File: src/rtl/cache_pkg.sv
// rtl/cache_pkg.sv - shared types and constants for the cache-line memory adaptor
package cache_pkg;

    localparam int LINE_W      = 256;
    localparam int BEAT_W      = 64;
    localparam int ADDR_W      = 32;
    // Byte offset bits inside a 32-byte line; cleared to form the burst address.
    localparam int OFFSET_BITS = 5;

    typedef enum logic [1:0] {
        IDLE     = 2'd0,
        RD_BURST = 2'd1,
        WR_BURST = 2'd2,
        DONE     = 2'd3
    } adaptor_state_t;

endpackage

File: src/rtl/cacheline_mem_adaptor.sv
// rtl/cacheline_mem_adaptor.sv - turns 256-bit cache line requests into 4-beat 64-bit memory bursts
//
// Ports:
//   clk, rst_n          clock, synchronous active-low reset
//   pmem_read/_write    cache line request, held until pmem_resp
//   pmem_address        line address (low offset bits ignored)
//   pmem_wdata          line write data
//   pmem_resp           one-cycle completion pulse
//   pmem_rdata          assembled read line (registered)
//   burst_read/_write   memory burst request, decoded from state
//   burst_address       line-aligned burst address
//   burst_wdata         current write beat
//   burst_rdata         read beat from memory, valid with burst_resp
//   burst_resp          per-beat handshake from memory
module cacheline_mem_adaptor #(
    parameter int LINE_W = 256,
    parameter int BEAT_W = 64,
    parameter int ADDR_W = 32
) (
    input  logic              clk,
    input  logic              rst_n,
    input  logic              pmem_read,
    input  logic              pmem_write,
    input  logic [ADDR_W-1:0] pmem_address,
    input  logic [LINE_W-1:0] pmem_wdata,
    output logic              pmem_resp,
    output logic [LINE_W-1:0] pmem_rdata,
    output logic              burst_read,
    output logic              burst_write,
    output logic [ADDR_W-1:0] burst_address,
    output logic [BEAT_W-1:0] burst_wdata,
    input  logic [BEAT_W-1:0] burst_rdata,
    input  logic              burst_resp
);

    import cache_pkg::*;

    localparam int BEATS = LINE_W / BEAT_W;
    localparam int CNT_W = $clog2(BEATS);
    localparam logic [CNT_W-1:0] LAST_BEAT = CNT_W'(BEATS - 1);

    adaptor_state_t r_state;
    adaptor_state_t w_next_state;

    logic [CNT_W-1:0]             r_beat_cnt;
    logic [ADDR_W-1:0]            r_addr;
    // Lines are held as beat arrays so the counter indexes a beat directly;
    // index 0 is bits 63:0 (little-endian beat order).
    logic [BEATS-1:0][BEAT_W-1:0] r_wline;
    logic [BEATS-1:0][BEAT_W-1:0] r_rdata;

    logic              w_in_burst;
    logic              w_last_beat;
    logic [ADDR_W-1:0] w_aligned_addr;

    assign w_in_burst     = (r_state == RD_BURST) || (r_state == WR_BURST);
    assign w_last_beat    = w_in_burst && burst_resp && (r_beat_cnt == LAST_BEAT);
    assign w_aligned_addr = {pmem_address[ADDR_W-1:OFFSET_BITS], {OFFSET_BITS{1'b0}}};

    always_ff @(posedge clk) begin
        if (!rst_n) begin
            r_state <= IDLE;
        end else begin
            r_state <= w_next_state;
        end
    end

    // Write wins over read; a read still held by the cache is picked up from
    // IDLE after the write's DONE cycle.
    always_comb begin
        w_next_state = r_state;
        pmem_resp    = 1'b0;
        burst_read   = 1'b0;
        burst_write  = 1'b0;
        burst_wdata  = '0;
        case (r_state)
            IDLE: begin
                if (pmem_write) begin
                    w_next_state = WR_BURST;
                end else if (pmem_read) begin
                    w_next_state = RD_BURST;
                end
            end
            RD_BURST: begin
                burst_read = 1'b1;
                if (w_last_beat) begin
                    w_next_state = DONE;
                end
            end
            WR_BURST: begin
                burst_write = 1'b1;
                burst_wdata = r_wline[r_beat_cnt];
                if (w_last_beat) begin
                    w_next_state = DONE;
                end
            end
            DONE: begin
                pmem_resp    = 1'b1;
                w_next_state = IDLE;
            end
            default: begin
                w_next_state = IDLE;
            end
        endcase
    end

    // Request fields are captured only in IDLE so later changes on the cache
    // side cannot disturb a burst in flight.
    always_ff @(posedge clk) begin
        if (!rst_n) begin
            r_beat_cnt <= '0;
            r_addr     <= '0;
            r_wline    <= '0;
            r_rdata    <= '0;
        end else begin
            case (r_state)
                IDLE: begin
                    r_beat_cnt <= '0;
                    if (pmem_write) begin
                        r_addr  <= w_aligned_addr;
                        r_wline <= pmem_wdata;
                    end else if (pmem_read) begin
                        r_addr <= w_aligned_addr;
                    end
                end
                RD_BURST: begin
                    if (burst_resp) begin
                        r_rdata[r_beat_cnt] <= burst_rdata;
                        r_beat_cnt          <= w_last_beat ? '0 : r_beat_cnt + 1'b1;
                    end
                end
                WR_BURST: begin
                    if (burst_resp) begin
                        r_beat_cnt <= w_last_beat ? '0 : r_beat_cnt + 1'b1;
                    end
                end
                default: begin
                    r_beat_cnt <= '0;
                end
            endcase
        end
    end

    assign pmem_rdata    = r_rdata;
    assign burst_address = r_addr;

endmodule

File: config.mk
export PLATFORM = sky130hd
export DESIGN_NAME = cacheline_mem_adaptor
export DESIGN_NICKNAME = d
export VERILOG_FILES = /design/src/rtl/cache_pkg.sv /design/src/rtl/cacheline_mem_adaptor.sv
export SDC_FILE = /design/constraint.sdc
export NUM_CORES = 1
export LEC_CHECK = 0
export CAP_MARGIN = 20
export CORE_AREA = 3 3 277 279
export DETAILED_ROUTE_END_ITERATION = 8
export DIE_AREA = 0 0 280 282
export PLACE_DENSITY = 0.53
export SLEW_MARGIN = 5
export SYNTH_ARGS = -nofsm -noshare
export SYNTH_HDL_FRONTEND = slang
export SYNTH_SLANG_ARGS = --single-unit
File: constraint.sdc
create_clock -name clk -period 4.7 [get_ports clk]
set_clock_uncertainty 0.15 [all_clocks]
set_input_delay 0.47 -clock clk [delete_from_list [all_inputs] [get_ports clk]]
set_output_delay 0.47 -clock clk [all_outputs]
set_load 0.02 [all_outputs]
==> results.py, run 1 <==
metrics = {
    "run_status": {
        "status": "complete, no violations",
    },
    "pwr": {
        "p_sw_share_pct": 30.0,
        "intPower_mw": 9.37,
        "clkPwrFrac_pct": 36.5,
        "powerDensity_mw_per_mm2": 419,
        "p_seq_share_pct": 40.4,
        "p_leak_nw": 11.0,
        "vdd_drop_max_v": 0.000272,
        "switching_power_mw": 4.01,
        "combPwrFrac_pct": 23.1,
    },
    "grt": {
        "grt_overflow_total": 0,
        "grt_pass1_wl_mm": 117,
        "grtUsageTotal_pct": 19.1,
        "antenna_found_initial": 29,
        "grt_pass1_vias": 19500,
        "grt_max_degree": 174,
    },
    "yosys": {
        "synthSimpleGateAreaFrac_pct": 20.5,
        "synth_top_family_by_area": "simple AND/OR/NAND/NOR gates",
        "avgSynthCellArea_um2": 8.74,
        "synth_mux_area_share_pct": 6.75,
        "synth-adder-area-share_pct": 0.509,
        "syn-instance-count": 2533,
        "synth_area_leaders": "dfxtp_1 49%, nand2_1 18%, a21boi_0 17%",
        "synthXorXnorAreaFrac_pct": 0,
        "synth_area_leader_cell": "dfxtp_1",
        "ys_ff_latch": 543,
        "yosys_warnings": 0,
        "synth_top_cell_area_share_pct": 49.1,
        "async_flop_share_pct": 0,
        "ys_types": 24,
        "ys.flop_type": "dfxtp_1",
        "synth-edff-count": 0,
        "synth_common_cells": "1,085 x nand2_1, 543 x dfxtp_1, 505 x a21boi_0, 93 x clkbuf_1, 65 x and2_1",
        "yosysMostFrequentCell": "nand2_1",
        "syn_area_mm2": 0.0221,
        "ys_seq_area_share_pct": 49.1,
        "synth_compound_area_share_pct": 18.4,
    },
    "clock_tree": {
        "path_clk_slew_ps": 60,
        "cts.sinks": 543,
        "cts-buffers-inserted": 61,
        "cts_tree": "built",
        "cts_resized": 0,
        "htreeDepth": 2,
        "clk_latency_ps": 600,
        "post_cts_buffers": 0,
        "cts-root-buf": "clkbuf_16",
        "postCtsHoldBufs": 0,
        "clockBufferDepth": 3,
    },
    "layout": {
        "postLayoutCellArea_mm2": 0.0319,
        "syn_to_final_growth_pct": 44.2,
        "final_layout_size_suffix_gt1_share_pct": 6.79,
        "layout.nets": 3497,
    },
    "floorplan": {
        "die_w_um": 280,
        "core_mm2": 0.0744,
        "initial_core_util_pct": 29.7,
        "placementRows": 100,
        "die_h_um": 282,
        "die_area_mm2": 0.0790,
        "io_pins": 712,
    },
    "critical_path": {
        "cp_data_required_time_ps": 4080,
        "r2r_slack_ps": 1740,
        "crit_family": "buffers and inverters",
        "crit_chain": "buf_4, mux4_2, and2_1, clkdlybuf4s50_1",
        "slowest_stage": "dfxtp_4",
        "cpPeakStageDelay_ps": 750,
        "cp-start-kind": "register",
        "path_class": "reg -> out",
        "crit_buf_inv": 2,
        "critPathCaptureType": "output port",
        "worstPathMaxFanout": 31,
        "arrival_ps": 3070,
    },
    "placement": {
        "place_hpwl_mm": 55.8,
        "io_buffer_count": 701,
        "placed_cell_area_mm2": 0.0298,
        "place_ws_ps": 1440,
        "gp_congestion": 0.844,
    },
    "routing": {
        "drtAntennaViolNets": 0,
        "wl_per_cell_um": 18.9,
        "vias_per_cell": 4.61,
        "vias": 19200,
        "drc": 0,
        "firstDrtPassIters": 5,
        "finalWirelength_mm": 78.7,
        "drt_iter0_drc": 853,
    },
    "timing": {
        "fmax_mhz": 271,
        "setup_viol": 0,
        "slew_headroom_pct": 29.4,
        "tns_ps": 0,
        "worstMarginPinSlew_ps": 1060,
        "setup_slack_ps": 1010,
        "period_minus_slack_ps": 3690,
        "fin_crit_sh_pct": 78.5,
        "slew_viol_final": 0,
        "hold_viol": 0,
        "grt_setup_unrepaired": "false",
    },
    "hold_path": {
        "hold_path_class": "in -> reg",
    },
    "job": {
        "maxCapViolCount": 0,
    },
}
-- state kept, by name, summed over array words and instances (netlist names) --
signal,count
pmem_rdata,256
r_wline,256
burst_address,27
r_beat_cnt,2
r_state,2
-- per-layer routing --
metal  part of all wire (%)  track usage (%)  vias up  wire [um]
met5                   0.22                0        -        176
met4                    2.5             6.08       26       1980
li1                       -                -     9467          -
met1                     41             22.4     9029      32000
met2                     48             33.0      534      38100
met3                    8.1             6.56      129       6400
-- final timing paths --
path                   startpoint               to  cells after the start
setup / recovery    r_beat_cnt[1]  burst_wdata[42]                      4
hold / removal    pmem_wdata[124]     r_wline[124]                      3
setup reg to reg    r_beat_cnt[1]  pmem_rdata[233]                      5
hold reg to reg       r_wline[11]      r_wline[11]                      2
-- area by class of cell --
| class | instances | area (um^2) |
|---|---|---|
| Fill cell | 7268 | 42500 |
| Sequential cell | 543 | 10900 |
| Multi-Input combinational cell | 1788 | 10300 |
| Timing Repair Buffer | 733 | 7370 |
| Clock buffer | 88 | 1850 |
| Tap cell | 969 | 1210 |
| Clock inverter | 23 | 240 |
| Antenna cell | 14 | 35.0 |
| Inverter | 4 | 15.0 |
-- kinds of logic after synthesis --
group	Yosys count
simple gates	1162
compound gates	543
flops	543
buf+inv	206
mux	69
fa+ha+maj	9
other cells	1
-- tightest hold or removal path, stage by stage --
cell and delay, ps:
clkdlybuf4s50_1 400, nand2_1 60, a21boi_1 50
-- power groups by stage --
stage | Sequential (mW) | Combinational, mW | Clock, mW
floorplan | 5.56 | 1.79 | 0
global placement | 5.48 | 3.06 | 0
detailed placement | 5.51 | 3.13 | 0
CTS | 5.41 | 3.14 | 5.04
global route | 5.47 | 3.42 | 5.22
finish | 5.41 | 3.08 | 4.89
-- stage by stage --
step / power, mW / utilization [%] / hold slack [ps] / std cells
after floorplan: 7.35 / - / 282 / 2537
after global placement: 8.55 / 40.0 / 289 / 4035
after detailed placement: 8.64 / 40.0 / 293 / 4036
after CTS: 13.6 / 42.8 / 203 / 4147
after global routing: 14.1 / 42.8 / 221 / 4157
final: 13.4 / 42.9 / 255 / 4162
-- layout by cell type, fill, tap and decap left out, types with 4 or more instances in the layout --
cell type | Yosys | layout
a21boi_0 | 505 | 505
a21boi_1 | 34 | 34
and2_1 | 65 | 64
and3_2 | 0 | 4
buf_12 | 0 | 8
buf_4 | 40 | 22
bufinv_16 | 0 | 4
clkbuf_1 | 93 | 7
clkbuf_16 | 0 | 63
clkbuf_8 | 0 | 18
clkdlybuf4s50_1 | 0 | 700
clkinv_2 | 0 | 11
clkinvlp_4 | 0 | 4
conb_1 | 1 | 5
dfxtp_1 | 543 | 541
diode_2 | 0 | 14
ha_1 | 9 | 8
inv_1 | 4 | 4
mux2i_1 | 4 | 4
mux4_2 | 64 | 64
nand2_1 | 1085 | 1084
nor2_1 | 4 | 4
No activity file was read; power rests on OpenSTA's default activity.
==> run 2: changes to the inputs <==
--- a/config.mk
+++ b/config.mk
@@ -9,7 +9,7 @@
 export CORE_AREA = 3 3 277 279
 export DETAILED_ROUTE_END_ITERATION = 8
 export DIE_AREA = 0 0 280 282
-export PLACE_DENSITY = 0.53
+export PLACE_DENSITY = 0.55
 export SLEW_MARGIN = 5
 export SYNTH_ARGS = -nofsm -noshare
 export SYNTH_HDL_FRONTEND = slang
==> constraint.sdc (replaced) <==
create_clock -name clk -period 3.25 [get_ports clk]
set_clock_uncertainty 0.15 [all_clocks]
set_input_delay 0.325 -clock clk [delete_from_list [all_inputs] [get_ports clk]]
set_output_delay 0.325 -clock clk [all_outputs]
set_load 0.02 [all_outputs]
==> run 2 against run 1 <==
  * Register-to-register slack worse by 860 ps
  * Sequential share of layout area is 0.22 points lower
  * Routed wire length is 1.3% higher
  * Hold slack worse by 200 ps
  * Cell count is 0.14% higher
  * Critical path type unchanged
  * Highest routed layer unchanged
==> results.py, run 2 (synthesized netlist as in run 1, its figures left out) <==
metrics = {
    "run_status": {
        "status": "complete, no violations",
    },
    "critical_path": {
        "cpPeakStageDelay_ps": 630,
        "crit-reg2reg-capture": "pmem_rdata[245]",
        "cpMostUsedCell": "buf_12",
        "slowest_stage": "clkdlybuf4s50_1",
        "r2r_start": "r_beat_cnt[0]",
        "arrival_ps": 2610,
        "cp-start-kind": "register",
        "critPathCaptureType": "output port",
        "r2r_slack_ps": 880,
        "cp_data_required_time_ps": 2770,
        "path_class": "reg -> out",
        "crit_chain": "inv_1, ha_2, buf_12, buf_12, and2_1, clkdlybuf4s50_1",
        "worstPathMaxFanout": 35,
        "rr_worst_depth": 6,
    },
    "clock_tree": {
        "cts-root-buf": "clkbuf_16",
        "clockBufferDepth": 3,
        "cts.sinks": 543,
        "path_clk_slew_ps": 60,
        "clk_latency_ps": 600,
        "cts-buffers-inserted": 58,
        "htreeDepth": 2,
        "cts_tree": "built",
    },
    "hold_path": {
        "min-delay-start": "rst_n",
        "hold_end": "pmem_rdata[200]",
        "hold_path_class": "in -> reg",
        "min_path_cells": 2,
    },
    "routing": {
        "wl_per_cell_um": 19.1,
        "firstDrtPassIters": 5,
        "drt_iter0_drc": 746,
        "finalWirelength_mm": 79.7,
        "drtAntennaViolNets": 0,
        "vias": 19400,
        "vias_per_cell": 4.66,
        "drc": 0,
    },
    "layout": {
        "layout.nets": 3513,
        "final_cells": 4168,
        "final_layout_size_suffix_gt1_share_pct": 6.89,
        "postLayoutCellArea_mm2": 0.0321,
        "syn_to_final_growth_pct": 45.1,
        "final_cell_mix": "1,084 x nand2_1, 696 x clkdlybuf4s50_1, 541 x dfxtp_1",
        "final_common_cell": "nand2_1",
    },
    "job": {
        "maxCapViolCount": 0,
    },
    "placement": {
        "placed_cell_area_mm2": 0.0301,
        "io_buffer_count": 701,
        "gp_congestion": 0.840,
        "place_hpwl_mm": 57.3,
        "dpl.cell_count": 4052,
        "place_ws_ps": 596,
    },
    "grt": {
        "grt_overflow_total": 0,
        "grt_pass1_wl_mm": 118,
        "grt_max_degree": 105,
        "grt_pass1_vias": 19700,
        "antenna_found_initial": 19,
        "grtUsageTotal_pct": 19.3,
    },
    "floorplan": {
        "die_w_um": 280,
        "die_h_um": 282,
        "die_area_mm2": 0.0790,
        "initial_core_util_pct": 29.7,
        "core_mm2": 0.0744,
        "placementRows": 100,
        "io_pins": 712,
    },
    "pwr": {
        "p_leak_nw": 11.2,
        "powerDensity_mw_per_mm2": 595,
        "vdd_drop_max_v": 0.000462,
    },
    "timing": {
        "fin_crit_sh_pct": 95.0,
        "setup_viol": 0,
        "fmax_mhz": 324,
        "period_minus_slack_ps": 3090,
        "slew_headroom_pct": 56.4,
        "slew_viol_final": 0,
        "setup_slack_ps": 163,
        "grt_setup_unrepaired": "false",
        "hold_ws_ps": 55.3,
        "worstMarginPinSlew_ps": 654,
        "tns_ps": 0,
        "hold_viol": 0,
    },
}
[run 2: changes by cell type in the layout (fill, tap and decap cells not counted), moves of 3 or more]
cell / delta
dlymetal6s2s_1: +3
diode_2: -7
buf_12: +15
clkinv_4: -3
clkinvlp_4: -3
clkdlybuf4s50_1: -4
clkbuf_8: -6
clkbuf_1: +9
[run 2: critical path: cells and delay by family (launching register included)]
kind,cells,cell delay (ps)
fa+ha+maj,1,300
buf+inv,4,1170
flops,1,340
simple gates,1,160
[run 2: final cells by class]
| cell class | count | area [um^2] |
|---|---|---|
| Multi-Input combinational cell | 1788 | 10300 |
| Inverter | 4 | 15.0 |
| Clock inverter | 15 | 128 |
| Sequential cell | 543 | 10900 |
| Antenna cell | 7 | 17.5 |
| Clock buffer | 90 | 1780 |
| Fill cell | 7220 | 42300 |
| Tap cell | 969 | 1210 |
| Timing Repair Buffer | 752 | 7780 |
[run 2: power breakdown]
part	switching [mW]	total, mW	internal, mW	leakage (nW)
logic	2.67	4.72	2.05	5.79
registers	0.387	7.79	7.40	4.42
clock network	2.71	6.60	3.89	0.945
[run 2: how the worst max path moves through the flow]
| stage | slack [ps] | startpoint | end |
|---|---|---|---|
| after floorplan | 1180 | r_beat_cnt[1] | pmem_rdata[10] |
| after global placement | 620 | r_beat_cnt[1] | burst_wdata[62] |
| after detailed placement | 600 | burst_resp | pmem_rdata[249] |
| after CTS | 20 | r_beat_cnt[0] | burst_wdata[0] |
| after global routing | 10 | r_beat_cnt[0] | burst_wdata[10] |
| final | 160 | r_state[0] | burst_wdata[22] |
[run 2: stage by stage]
stage / total power [mW] / util, %
floorplan: 10.6 / -
global placement: 12.6 / 40.4
detailed placement: 12.7 / 40.4
CTS: 19.4 / 43.0
global route: 20.2 / 43.1
finish: 19.1 / 43.1
[run 2: metal layers]
| metal | global-route usage (%) | part of all wire, % |
|---|---|---|
| met1 | 22.2 | 40 |
| met2 | 33.9 | 49 |
| met5 | 0 | 0.17 |
| met3 | 6.50 | 8.2 |
| met4 | 6.00 | 2.7 |
[run 2: timing repair]
action,in CTS,in global routing
cloned,1,1
gates resized for setup,3,4
endpoints found under the setup margin,20,8
setup buffers,2,0
hold buffers,0,0
==> run 3: changes to the inputs <==
--- a/config.mk
+++ b/config.mk
@@ -9,7 +9,8 @@
 export CORE_AREA = 3 3 277 279
 export DETAILED_ROUTE_END_ITERATION = 8
 export DIE_AREA = 0 0 280 282
-export PLACE_DENSITY = 0.55
+export GPL_TIMING_DRIVEN = 0
+export PLACE_DENSITY = 0.58
 export SLEW_MARGIN = 5
 export SYNTH_ARGS = -nofsm -noshare
 export SYNTH_HDL_FRONTEND = slang
==> run 3 against run 2 <==
  * Critical path depth fell by 1
  * Power rose by 3.5%
  * Die area did not move
  * Register-to-register slack got worse by 530 ps
  * Non-clock buffer count rose by 150
  * Sequential cell count did not move
  * First-iteration DRC count rose by 26%
  * Sequential share of layout area fell by 0.38 points
  * Design area rose by 1.1%
  * Fmax fell by 1.9%
  * Combinational power rose by 7.4%
  * Via count rose by 3.3%
  * Critical path type unchanged
==> results.py, run 3 (synthesized netlist as in run 1, its figures left out) <==
metrics = {
    "pwr": {
        "p_leak_nw": 11.6,
        "power_mw": 19.8,
        "powerDensity_mw_per_mm2": 609,
        "vdd_drop_max_v": 0.000408,
    },
    "grt": {
        "grt_pass1_vias": 20000,
        "grt_max_degree": 16,
        "grtUsageTotal_pct": 22.6,
        "antenna_found_initial": 17,
        "grt_overflow_total": 0,
        "grt_pass1_wl_mm": 133,
    },
    "timing": {
        "setup_slack_ps": 103,
        "slew_headroom_pct": 44.1,
        "period_minus_slack_ps": 3150,
        "slew_viol_final": 0,
        "fin_crit_sh_pct": 96.8,
        "setup_viol": 0,
        "hold_viol": 0,
        "worstMarginPinSlew_ps": 839,
        "grt_setup_unrepaired": "false",
        "fmax_mhz": 318,
    },
    "critical_path": {
        "path_class": "reg -> out",
        "r2r_slack_ps": 350,
        "rr_worst_depth": 9,
        "worstPathMaxFanout": 10,
        "crit_chain": "buf_12, buf_8, mux4_2, and2_1, clkdlybuf4s50_1",
        "arrival_ps": 2670,
        "slowest_stage": "clkdlybuf4s50_1",
        "crit_cells": 5,
        "critPathCaptureType": "output port",
        "crit-reg2reg-capture": "pmem_rdata[117]",
        "crit_buf_inv": 3,
        "cp_data_required_time_ps": 2770,
        "cp-start-kind": "register",
        "cpPeakStageDelay_ps": 530,
        "r2r_start": "r_beat_cnt[1]",
        "crit_family": "buffers and inverters",
    },
    "routing": {
        "wl_per_cell_um": 21.4,
        "finalWirelength_mm": 92.4,
        "drtAntennaViolNets": 0,
        "firstDrtPassIters": 5,
        "drc": 0,
        "drt_iter0_drc": 942,
        "vias_per_cell": 4.65,
        "vias": 20100,
    },
    "clock_tree": {
        "postCtsHoldBufs": 0,
        "clockBufferDepth": 3,
        "htreeDepth": 2,
        "cts_tree": "built",
        "cts_resized": 52,
        "cts-buffers-inserted": 60,
        "cts.sinks": 543,
        "post_cts_buffers": 0,
        "clk_latency_ps": 620,
        "cts-root-buf": "clkbuf_16",
        "path_clk_slew_ps": 60,
    },
    "floorplan": {
        "core_mm2": 0.0744,
        "placementRows": 100,
        "die_area_mm2": 0.0790,
        "io_pins": 712,
        "initial_core_util_pct": 29.7,
        "die_w_um": 280,
        "die_h_um": 282,
    },
    "layout": {
        "fin_util_pct": 43.6,
        "final_layout_size_suffix_gt1_share_pct": 8.31,
        "final_cell_mix": "1,085 x nand2_1, 678 x clkdlybuf4s50_1, 541 x dfxtp_1",
        "postLayoutCellArea_mm2": 0.0325,
        "syn_to_final_growth_pct": 46.7,
        "final_common_cell": "nand2_1",
        "layout.nets": 3665,
    },
    "hold_path": {
        "min_path_cells": 3,
        "min-delay-start": "pmem_wdata[113]",
        "hold_end": "r_wline[113]",
        "hold_path_class": "in -> reg",
    },
    "placement": {
        "placed_cell_area_mm2": 0.0304,
        "io_buffer_count": 700,
        "gp_congestion": 0.847,
        "place_hpwl_mm": 72.2,
        "place_ws_ps": -321,
    },
    "run_status": {
        "status": "complete, no violations",
    },
    "job": {
        "maxCapViolCount": 0,
    },
}
[run 3: report_power, final]
| part | internal, mW | switching (mW) |
|---|---|---|
| Clock | 4.01 | 2.88 |
| Sequential | 7.40 | 0.401 |
| Combinational | 2.09 | 2.98 |
| Total | 13.5 | 6.27 |
[run 3: metal layers]
| layer | vias up | track usage (%) | part of all wire [%] |
|---|---|---|---|
| li1 | 9805 | - | - |
| met1 | 9467 | 26.5 | 40 |
| met2 | 658 | 40.3 | 49 |
| met3 | 135 | 6.55 | 7.9 |
| met4 | 16 | 6.26 | 2.7 |
| met5 | - | 0 | 0.15 |
[run 3: final cells by class]
cell class | count | area [um^2]
Timing Repair Buffer | 700 | 7000
Antenna cell | 6 | 15.0
Clock inverter | 22 | 208
Sequential cell | 543 | 10900
Inverter | 4 | 15.0
Buffer | 202 | 1110
Multi-Input combinational cell | 1788 | 10300
Tap cell | 969 | 1210
Clock buffer | 88 | 1780
Fill cell | 7563 | 42000
[run 3: stage by stage]
stage / cells / TNS [ps] / hold slack [ps]
after floorplan: 2537 / 0 / 282
after global placement: 4206 / -14460 / 289
after detailed placement: 4206 / -15020 / 295
after CTS: 4316 / -0.197 / 51.1
after global routing: 4318 / 0 / 89.1
final: 4322 / 0 / 95.0
[run 3: worst reg2reg max path, stage by stage, from the launching register on]
cell and delay, ps:
dfxtp_2 420, buf_12 200, buf_6 200, buf_6 210
inv_1 80, ha_1 210, nand3_1 610, clkbuf_1 460
nand2_1 90, a21boi_0 180
[run 3: worst max path at each step]
stage	start	to	slack, ps
5_1_grt	r_beat_cnt[1]	burst_wdata[56]	1
4_1_cts	r_state[0]	burst_wdata[54]	-0.2
2_1_floorplan	r_beat_cnt[1]	pmem_rdata[10]	1180
3_5_place_dp	r_state[0]	burst_wdata[55]	-320
3_3_place_gp	r_state[0]	burst_wdata[55]	-290
6_report	r_beat_cnt[1]	burst_wdata[37]	100
